<file path="config.mk">
export PLATFORM = sky130hd
export DESIGN_NAME = sqrt_arbiter_flat
export DESIGN_NICKNAME = d
export VERILOG_FILES = /design/src/rtl/sqrt_arbiter_if.sv /design/src/rtl/sqrt_arbiter.sv /design/src/flat_wrapper.sv
export SDC_FILE = /design/constraint.sdc
export NUM_CORES = 1
export LEC_CHECK = 0
export CORE_MARGIN = 2
export CORE_UTILIZATION = 46
export CTS_BUF_LIST = sky130_fd_sc_hd__clkbuf_4 sky130_fd_sc_hd__clkbuf_8
export CTS_CLUSTER_SIZE = 40
export DETAILED_ROUTE_END_ITERATION = 10
export PLACE_DENSITY_LB_ADDON = 0.3
export SLEW_MARGIN = 0
export SYNTH_ARGS = -nofsm -noshare
export SYNTH_HDL_FRONTEND = slang
export SYNTH_SLANG_ARGS = --single-unit
</file>
<file path="constraint.sdc">
create_clock -name clk_i -period 1.5 [get_ports clk_i]
set_input_delay 0.3 -clock clk_i [delete_from_list [all_inputs] [get_ports clk_i]]
set_output_delay 0.3 -clock clk_i [all_outputs]
set_load 0.03 [all_outputs]
</file>
<file path="src/rtl/sqrt_arbiter_if.sv">
// sqrt_arbiter_if: requester bus plus shared sqrt-core handshake for sqrt_arbiter
interface sqrt_arbiter_if #(
   parameter int NPORT = 4,
   parameter int W     = 8
);
   logic [NPORT-1:0]         req_i;
   logic [NPORT*W-1:0]       x_bi;
   logic [NPORT-1:0]         ready_o;
   logic [NPORT-1:0]         done_o;
   logic [W-1:0]             y_bo;
   logic [$clog2(NPORT)-1:0] grant_bo;
   logic                     busy_o;
   logic                     sq_start_o;
   logic [W-1:0]             sq_x_bo;
   logic                     sq_busy_i;
   logic [W-1:0]             sq_y_bi;
   modport master (
      output req_i, x_bi, sq_busy_i, sq_y_bi,
      input  ready_o, done_o, y_bo, grant_bo, busy_o, sq_start_o, sq_x_bo
   );
   modport slave (
      input  req_i, x_bi, sq_busy_i, sq_y_bi,
      output ready_o, done_o, y_bo, grant_bo, busy_o, sq_start_o, sq_x_bo
   );
endinterface

</file>
<file path="src/rtl/sqrt_arbiter.sv">
// sqrt_arbiter: round-robin sharing of one sqrt core among NPORT pulse-driven requesters
module sqrt_arbiter #(
   parameter int NPORT = 4,
   parameter int W     = 8
) (
   input logic            clk_i,
   input logic            rst_i,
   sqrt_arbiter_if.slave  bus
);
   localparam int PW = $clog2(NPORT);
   typedef enum logic [2:0] {IDLE, ISSUE, WAIT_BUSY, WAIT_DONE, RESP} state_t;
   state_t           state;
   logic [NPORT-1:0] pending;
   logic [NPORT-1:0] done;
   logic [W-1:0]     hold [NPORT];
   logic [PW-1:0]    last_grant;
   logic [PW-1:0]    grant;
   logic [PW-1:0]    sel;
   logic [W-1:0]     y;
   logic [W-1:0]     sq_x;
   logic             busy;
   logic             sq_start;
   logic [2:0]       tmo;
   // descending scan so the last hit is the first pending port after last_grant
   always_comb begin
      sel = last_grant;
      for (int i = NPORT; i >= 1; i--)
         if (pending[PW'((int'(last_grant) + i) % NPORT)]) sel = PW'((int'(last_grant) + i) % NPORT);
   end
   always_ff @(posedge clk_i or negedge rst_i) begin
      if (!rst_i) begin
         state      <= IDLE;
         pending    <= '0;
         for (int k = 0; k < NPORT; k++) hold[k] <= '0;
         last_grant <= PW'(NPORT - 1);
         grant      <= '0;
         y          <= '0;
         sq_x       <= '0;
         sq_start   <= 1'b0;
         done       <= '0;
         busy       <= 1'b0;
         tmo        <= '0;
      end else begin
         for (int k = 0; k < NPORT; k++)
            if (bus.req_i[k] && !pending[k]) begin
               pending[k] <= 1'b1;
               hold[k]    <= bus.x_bi[k*W +: W];
            end
         case (state)
            IDLE: if (|pending) begin
               grant    <= sel;
               sq_x     <= hold[sel];
               sq_start <= 1'b1;
               busy     <= 1'b1;
               state    <= ISSUE;
            end
            ISSUE: begin
               sq_start <= 1'b0;
               tmo      <= bus.sq_busy_i ? 3'd0 : 3'd1;
               state    <= WAIT_BUSY;
            end
            // the ISSUE cycle counts toward the 8 idle-busy cycles
            WAIT_BUSY: begin
               tmo <= tmo + 3'd1;
               if (bus.sq_busy_i || tmo == 3'd7) state <= WAIT_DONE;
            end
            WAIT_DONE: if (!bus.sq_busy_i) begin
               y     <= bus.sq_y_bi;
               done  <= NPORT'(1) << grant;
               state <= RESP;
            end
            RESP: begin
               done           <= '0;
               pending[grant] <= 1'b0;
               last_grant     <= grant;
               busy           <= 1'b0;
               state          <= IDLE;
            end
            default: state <= IDLE;
         endcase
      end
   end
   assign bus.ready_o    = ~pending;
   assign bus.done_o     = done;
   assign bus.y_bo       = y;
   assign bus.grant_bo   = grant;
   assign bus.busy_o     = busy;
   assign bus.sq_start_o = sq_start;
   assign bus.sq_x_bo    = sq_x;
endmodule

</file>
<file path="src/flat_wrapper.sv">
// flat-port wrapper written by rule: the top's interface ports become plain ports
module sqrt_arbiter_flat 
#(
   parameter int NPORT = 4,
   parameter int W     = 8
)
  (clk_i, rst_i, bus_req_i, bus_x_bi, bus_sq_busy_i, bus_sq_y_bi, bus_ready_o, bus_done_o, bus_y_bo, bus_grant_bo, bus_busy_o, bus_sq_start_o, bus_sq_x_bo);
  sqrt_arbiter_if #(.NPORT(NPORT), .W(W)) bus_i ();
  input logic clk_i;
  input logic rst_i;
  input wire logic [$bits(bus_i.req_i)-1:0] bus_req_i;
  input wire logic [$bits(bus_i.x_bi)-1:0] bus_x_bi;
  input wire logic [$bits(bus_i.sq_busy_i)-1:0] bus_sq_busy_i;
  input wire logic [$bits(bus_i.sq_y_bi)-1:0] bus_sq_y_bi;
  output wire logic [$bits(bus_i.ready_o)-1:0] bus_ready_o;
  output wire logic [$bits(bus_i.done_o)-1:0] bus_done_o;
  output wire logic [$bits(bus_i.y_bo)-1:0] bus_y_bo;
  output wire logic [$bits(bus_i.grant_bo)-1:0] bus_grant_bo;
  output wire logic [$bits(bus_i.busy_o)-1:0] bus_busy_o;
  output wire logic [$bits(bus_i.sq_start_o)-1:0] bus_sq_start_o;
  output wire logic [$bits(bus_i.sq_x_bo)-1:0] bus_sq_x_bo;
  assign bus_i.req_i = bus_req_i;
  assign bus_i.x_bi = bus_x_bi;
  assign bus_i.sq_busy_i = bus_sq_busy_i;
  assign bus_i.sq_y_bi = bus_sq_y_bi;
  assign bus_ready_o = bus_i.ready_o;
  assign bus_done_o = bus_i.done_o;
  assign bus_y_bo = bus_i.y_bo;
  assign bus_grant_bo = bus_i.grant_bo;
  assign bus_busy_o = bus_i.busy_o;
  assign bus_sq_start_o = bus_i.sq_start_o;
  assign bus_sq_x_bo = bus_i.sq_x_bo;
  sqrt_arbiter #(.NPORT(NPORT), .W(W)) u_core (.clk_i(clk_i), .rst_i(rst_i), .bus(bus_i));
endmodule
</file>
* Yosys cells after proc, flatten, opt, wreduce, memory -nomap -nowiden
Index checks and enable logic that the tools add are counted.
** Storage, ports and cells
- Logic and storage cells :: 99
- Bits in registers :: 68
- Output and inout port bits :: 28
** Cells by class
- Reductions and logical operators :: 22
- Bitwise gates (word level) :: 5
- Multiplexer cells :: 37
- Magnitude comparators :: 7
- Eq/ne operators :: 8
- Shifts and indexed selects :: 1
- Add/sub/neg operators :: 5
** Operators by type and width (number)
- $bmux 8 s2 :: 1
- $lt 2x4->1 const B :: 4
- $mux 8 :: 2
- $mux 1 :: 15
- $pmux 3 s4 :: 1
- $reduce_and 2->1 :: 5
- $mux 3 :: 3
- $bmux 1 s2 :: 4
- $mux 2 :: 4
- $mux 4 :: 2
- $not 4->4 :: 2
- $pmux 4 s2 :: 1
- $reduce_bool 2->1 :: 4
- $eq 3x2->1 const B :: 2
- $eq 3x3->1 const B :: 2
- $pmux 3 s2 :: 1
- $logic_and 1x1->1 :: 5
- $add 2x1->2 const B :: 2
- $add 2x2->2 const B :: 2
- $and 4x4->4 :: 1
- $logic_not 1->1 :: 4
- $ne 2x1->1 const B :: 2
- $pmux 1 s2 :: 2
- $reduce_or 4->1 :: 1
- 13 further kinds :: 13

* Depth between registers and ports, before layout
Gate-level depths: netlist of the first run.
- Word-level depth :: 12
- Mapped depth :: 7
- Depth with buffers taken out :: 5

* Worst setup path after synthesis of the first run
OpenSTA, ideal clock, no wires.
- Path type :: flip-flop to flip-flop
- Start :: register u_core.pending[3]
- End :: register u_core.sq_x[0], in the netlist u_core.bus.sq_x_bo[0]
- Cell stages (with the launch flop) :: 8
- Arrival :: 1.709 ns
- Setup slack :: -0.341 ns
- Library setup time :: 0.132 ns
- Data required time :: 1.368 ns
- Clock period less this slack :: 1.841 ns
- Cells stage by stage :: dfrtp_1 inv_1 o22ai_1 a221oi_2 buf_6 buf_6 mux2i_1 o221ai_2
** On the way
- Cells in the longest elaborated chain, start to end :: 11
- Elaborated cells between the ends (all ways) :: 22
** RTL lines
- from (decl) :: line sqrt_arbiter.sv:13 : logic [NPORT-1:0] pending;
- from (signal assigned) :: line sqrt_arbiter.sv:33 : pending <= '0;
- from (signal, indexed assignment) :: line sqrt_arbiter.sv:46 : pending[k] <= 1'b1;
- from (signal, indexed assignment) :: line sqrt_arbiter.sv:74 : pending[grant] <= 1'b0;
- $bmux 1 s2 :: line sqrt_arbiter.sv:28 : if (pending[PW'((int'(last_grant) + i) % NPORT)]) sel = PW'((int'(last_grant) + i) % NPORT);
- $mux 1 (not written as such) (2 in series) :: line sqrt_arbiter.sv:28
- $mux 2 (4 in series) :: line sqrt_arbiter.sv:28
- $not 2->3 (not written as such) :: line sqrt_arbiter.sv:52 : sq_x <= hold[sel];
- $bmux 8 s2 :: line sqrt_arbiter.sv:52
- $mux 8 (not written as such) (2 in series) :: line sqrt_arbiter.sv:52
- to (signal assigned) :: line sqrt_arbiter.sv:52
- to (decl) :: line sqrt_arbiter.sv:20 : logic [W-1:0] sq_x;
Parallel ways exist; a longest one is shown, timed or not. The select of a mux whose other input is x is not followed.
A chain may end at the register's enable or synchronous reset.

* Worst setup path after layout of the first run
- Start :: register u_core.last_grant[1]
- End :: register u_core.sq_x[0], in the netlist u_core.bus.sq_x_bo[0]
** On the way
- Cells in the longest elaborated chain, start to end :: 12
- Elaborated cells between the ends (all ways) :: 24
** RTL lines
- from (decl) :: line sqrt_arbiter.sv:16 : logic [PW-1:0] last_grant;
- from (signal assigned) :: line sqrt_arbiter.sv:35 : last_grant <= PW'(NPORT - 1);
- from (signal assigned) :: line sqrt_arbiter.sv:75 : last_grant <= grant;
- $add 2x1->2 :: line sqrt_arbiter.sv:28
- $bmux 1 s2 :: line sqrt_arbiter.sv:28
- $mux 1 (not written as such) (2 in series) :: line sqrt_arbiter.sv:28
- $mux 2 (3 in series) :: line sqrt_arbiter.sv:28
- $mux 2 (*) :: line sqrt_arbiter.sv:28
- $not 2->3 (not written as such) (*) :: line sqrt_arbiter.sv:52
- $bmux 8 s2 (*) :: line sqrt_arbiter.sv:52
- $mux 8 (not written as such) (*) (2 in series) :: line sqrt_arbiter.sv:52
Every way passes the cells marked *; elsewhere a longest branch is shown, timed or not. The select of a mux whose other input is x is not followed.

==> impl.org, run 1 <==
** Yosys
- After synthesis, flip-flops and latches occupy 56.37% of the total area.
- Adder and majority cell fraction of the synthesized area :: less than 1%
- Post-Synthesis Cells :: between 200 and 250
- Synth Net Count :: between 200 and 300
- Synth warn :: 0
- Dividing the synthesized area by the synthesized cell count gives approximately 13 µm².
- Mux contribution to synthesized area :: about a fifth
- Share of flip-flops with an asynchronous set or reset :: 100.0%
- Area of the mapped netlist :: 3023 µm²
- Synthesis instantiated 34 different standard cells from the library.
- After synthesis, the largest family of logic cells by area is multiplexers.
- Compound-gate portion of the synthesized area :: under 10%
- Synth Flop Type :: dfrtp_1
- Simple-gate share of the synthesized area :: 8.568%
- Number of enable flip-flop cells after synthesis :: 0
- After Yosys synthesis, XOR and XNOR cells account for 0% of the synthesized area.
- After synthesis, the cell types taking the most area are dfrtp_1, mux2_2, mux2i_1, o221ai_2, nand2_1.
- Counting flops and latches in the post-synthesis netlist gives just under 70.
- The top cell type by area accounts for a little over half of the synthesized area.
- The synthesized design spends more area on one cell type than any other, namely dfrtp_1.

** Setup path
- Data on the critical path arrives at its endpoint at 1.95 ns.
- Together, buffers and inverters on the worst path number 1.
- Cell type of the slowest stage on the worst timing path :: dfstp_2
- The worst setup path is launched from a register.
- STA classifies the critical path endpoint as a register.
- Data required time at the worst endpoint :: about 1.7 ns
- The worst setup path is of the reg2reg kind.
- Family of cells with the greatest summed delay on the critical path :: flip-flops
- Crit path cell chain :: o22ai_2 > a221oi_2 > buf_6 > mux2i_1 > o221ai_2
- Highest fanout seen on the critical path :: 9
- Delay of the slowest cell on the worst path :: slightly below 0.6 ns

** Global route
- Residual overflow from global routing :: 0
- In this run the most used layer during global routing was met2.
- Across every metal layer, demand over resource in global routing totals about a fifth.
- Entering global routing, the biggest net connects 38 pins.
- Global routing used approximately 30% of the available met2 tracks.
- Via count of the first global-routing pass :: approximately 2,200
- In the global route stage, met3 resource usage came out at between 3 and 4%.
- Antenna violations before repair :: 0
- Met1 Track Usage GR :: 28.86%
- The first global-routing pass estimated about 11 mm of wire.

** Route
- Using the TritonRoute via totals, the vias-per-cell ratio works out to between 5 and 6.
- Total number of vias :: 2,196
- Once detail routing completed, the nets flagged for antenna violations numbered 0.
- Count of routing violations after the opening detailed-route iteration :: 188
- Overall routed net length :: approximately 6.7 mm
- In the routed design, unresolved DRC markers number 0.
- Iteration count of the initial detailed-routing pass :: 4
- In the final routed layout, each cell accounts on average for about 16 µm.

** Timing
- Setup-failing EPs final :: 9
- Transition time at the pin with the least slew margin :: 0.4483 ns
- Rel. slew slack :: a little over two thirds
- The count of pins over their slew limit was 0.
- The clock arrives with roughly 0.010 ns of skew.
- Setup repair after global routing could not meet its margin everywhere.
- Across all setup checks in the final design, the least slack found is -0.2246 ns.
- Timing would allow up to 579.9 MHz.
- Worst hold slack after final layout :: between 0.4 and 0.5 ns
- The final hold violation count was 0.
- For the finished layout, the period the worst path requires is ~1.7 ns.
- Final cycle utilization of the critical path :: 115.0%

** Placement
- Counting tap cells, the placed design contains a total of 400 instances.
- In this run the cell area measured after placement is between 4000 and 5000 µm².
- HPWL Detailed :: about 4.7 mm
- Last weighted congestion value of the routability-driven placer :: approximately 0.85
- The count of buffers added on input and output ports is 74.

** Run status
- The checks that failed: setup timing.
- The run finished, with violations left.

** Cells and area
- At the end of the flow the core is filled with cells to slightly below 70%.
- Commonest non-fill, non-tap cell in the layout :: dfrtp_1
- Post-route insts no fill :: between 400 and 500
- Layout Nets :: roughly 400
- The post-route netlist has slightly below 40% of its cells at a drive strength greater than 1.
- In the layout the commonest cells are dfrtp_1, clkdlybuf4s50_1, mux2_2.
- 0 antenna diodes ended up in the layout.
- The finished cells cover between 4000 and 5000 µm².
- Layout filler cell count :: between 400 and 500
- Post-synthesis to final-layout area growth :: 43.25%

** CTS
- The clock passes through at most 2 buffers.
- Root buffer selected by CTS :: clkbuf_8
- The H-tree generated during clock tree synthesis spans 3 levels.
- At the later pin of the worst-skew pair, clock insertion delay measures approximately 0.34 ns.
- TritonCTS built the clock tree.
- Buffers inserted during clock tree synthesis total 9.
- After clock tree synthesis, the clock-pin slew on the worst setup and hold paths is about 0.070 ns.
- CTS saw 68 sinks.

** Pwr
- PnR Total Power :: a little under 9 mW
- Net switching is a little under two fifths of the power.
- VDD sags by at most 1.183 mV.
- Summed over all cells, the static leakage comes to 1.961 nW.
- In this run, the combinational gates consume between 40% and 50% of the power.
- Reported net switching power :: 3.317 mW
- Areal power density over the cells :: 2034 nW/µm²
- In this run, the clock network consumes around 15% of the power.
- The internal power of the cells totals between 5 and 6 mW.
- Sequential cells account for between 30% and 40% of the total power.

** Die
- I/O pin cnt :: 75
- Area of the placeable core :: ~6300 µm²
- Die Span X :: 85.07 µm
- In this run the vertical extent of the chip is roughly 85 µm.
- Once the floorplan was initialized, standard cells occupied ~48% of the core.
- Overall die area :: just over 7000 µm²
- The floorplan has 29 rows.

** Min path
- The tightest min-delay check is of the in2async type.

** Flow run
- Max-cap violations :: 0
[layer usage]
metal	part of all wire [%]	wire length, µm
met5	0	0
met4	1.5	102
met3	3.9	263
met2	46	3128
met1	48	3236
[flip-flops by register name, indices dropped and copies added (netlist names)]
| name | flops |
|---|---|
| u_core.tmo | 3 |
| u_core.bus.grant_bo | 2 |
| u_core.bus.sq_start_o | 1 |
| u_core.pending | 4 |
| u_core.bus.busy_o | 1 |
| u_core.bus.done_o | 4 |
| u_core.state | 3 |
| u_core.last_grant | 2 |
| u_core.bus.sq_x_bo | 8 |
| u_core.bus.y_bo | 8 |
| u_core.hold | 32 |
[path summary, 6_finish.rpt]
kind,end,depth (start not counted),startpoint,slack (ns)
hold / removal,u_core.bus.done_o[2]$_DFFE_PN0P_,2,rst_i,0.43
max in group asynchronous,u_core.pending[0]$_DFF_PN0_,3,rst_i,0.51
setup / recovery,u_core.bus.sq_x_bo[0]$_DFFE_PN0P_,5,u_core.last_grant[1]$_DFFE_PN1P_,-0.22
min in group clk_i,u_core.bus.done_o[3]$_DFFE_PN0P_,1,u_core.bus.done_o[3]$_DFFE_PN0P_,0.49
setup reg to reg,u_core.bus.sq_x_bo[0]$_DFFE_PN0P_,5,u_core.last_grant[1]$_DFFE_PN1P_,-0.22
hold reg to reg,u_core.bus.done_o[3]$_DFFE_PN0P_,1,u_core.bus.done_o[3]$_DFFE_PN0P_,0.49
[final cells by class]
type	instances	area (µm²)	share of cell area, %
Sequential cell	68	1708	39.44
Multi-Input combinational cell	146	1291	29.82
Timing Repair Buffer	109	1032	23.84
Clock buffer	12	152.6	3.525
Tap cell	77	96.34	2.225
Clock inverter	4	25.02	0.5779
Inverter	6	25.02	0.5779
[cells in the mapped netlist, types with 2 or more instances]
cell type	instances
nor2b_1	9
a21oi_1	8
mux2i_1	16
nor3b_1	2
dfstp_2	2
inv_1	6
buf_2	2
nor3_1	2
o221ai_2	8
mux2_2	41
buf_6	4
o21ai_0	10
dfrtp_1	66
clkbuf_1	8
a22o_1	3
ha_1	2
nand2_1	15
and3b_1	2
nand2b_1	2
nor2_1	13
[stage by stage]
stage / setup slack (ns) / setup TNS (ns)
floorplan: -0.1480 / -1.139
global placement: -0.2153 / -5.010
detailed placement: -0.2598 / -5.855
CTS: -0.2097 / -1.643
global route: -0.2857 / -2.353
finish: -0.2246 / -1.739
[cells by family (layout without fill, tap and decap cells)]
group,Yosys count,after routing
AOI/OAI and AO/OA,36,36
DFF,68,68
buffers and inverters,21,131
muxes,57,57
and+or+nand+nor,51,51
adders and majority gates,2,2
[power by group through the flow]
stage	Sequential, mW	Combinational (mW)	Clock (mW)
after floorplan	3.67	2.17	0
after global placement	3.22	3.89	0
after detailed placement	3.21	4.01	0
after CTS	3.20	4.03	1.39
after global routing	3.33	4.56	1.49
final	3.22	4.24	1.36
[timing repair]
item	CTS	global route
endpoints found under the hold margin	13	0
gates cloned	0	1
pin swaps	2	1
setup endpoints to repair	40	22
gates resized for setup	38	15
buffers inserted	1	3
hold buffers	1	0
No activity file was read; power rests on OpenSTA's default activity.
==> inputs of run 2 (changes only) <==
CTS_CLUSTER_DIAMETER = 40   (was default)
==> results of run 2 <==
Same layout as run 1: the final DEF is identical, and so are final timing and power.
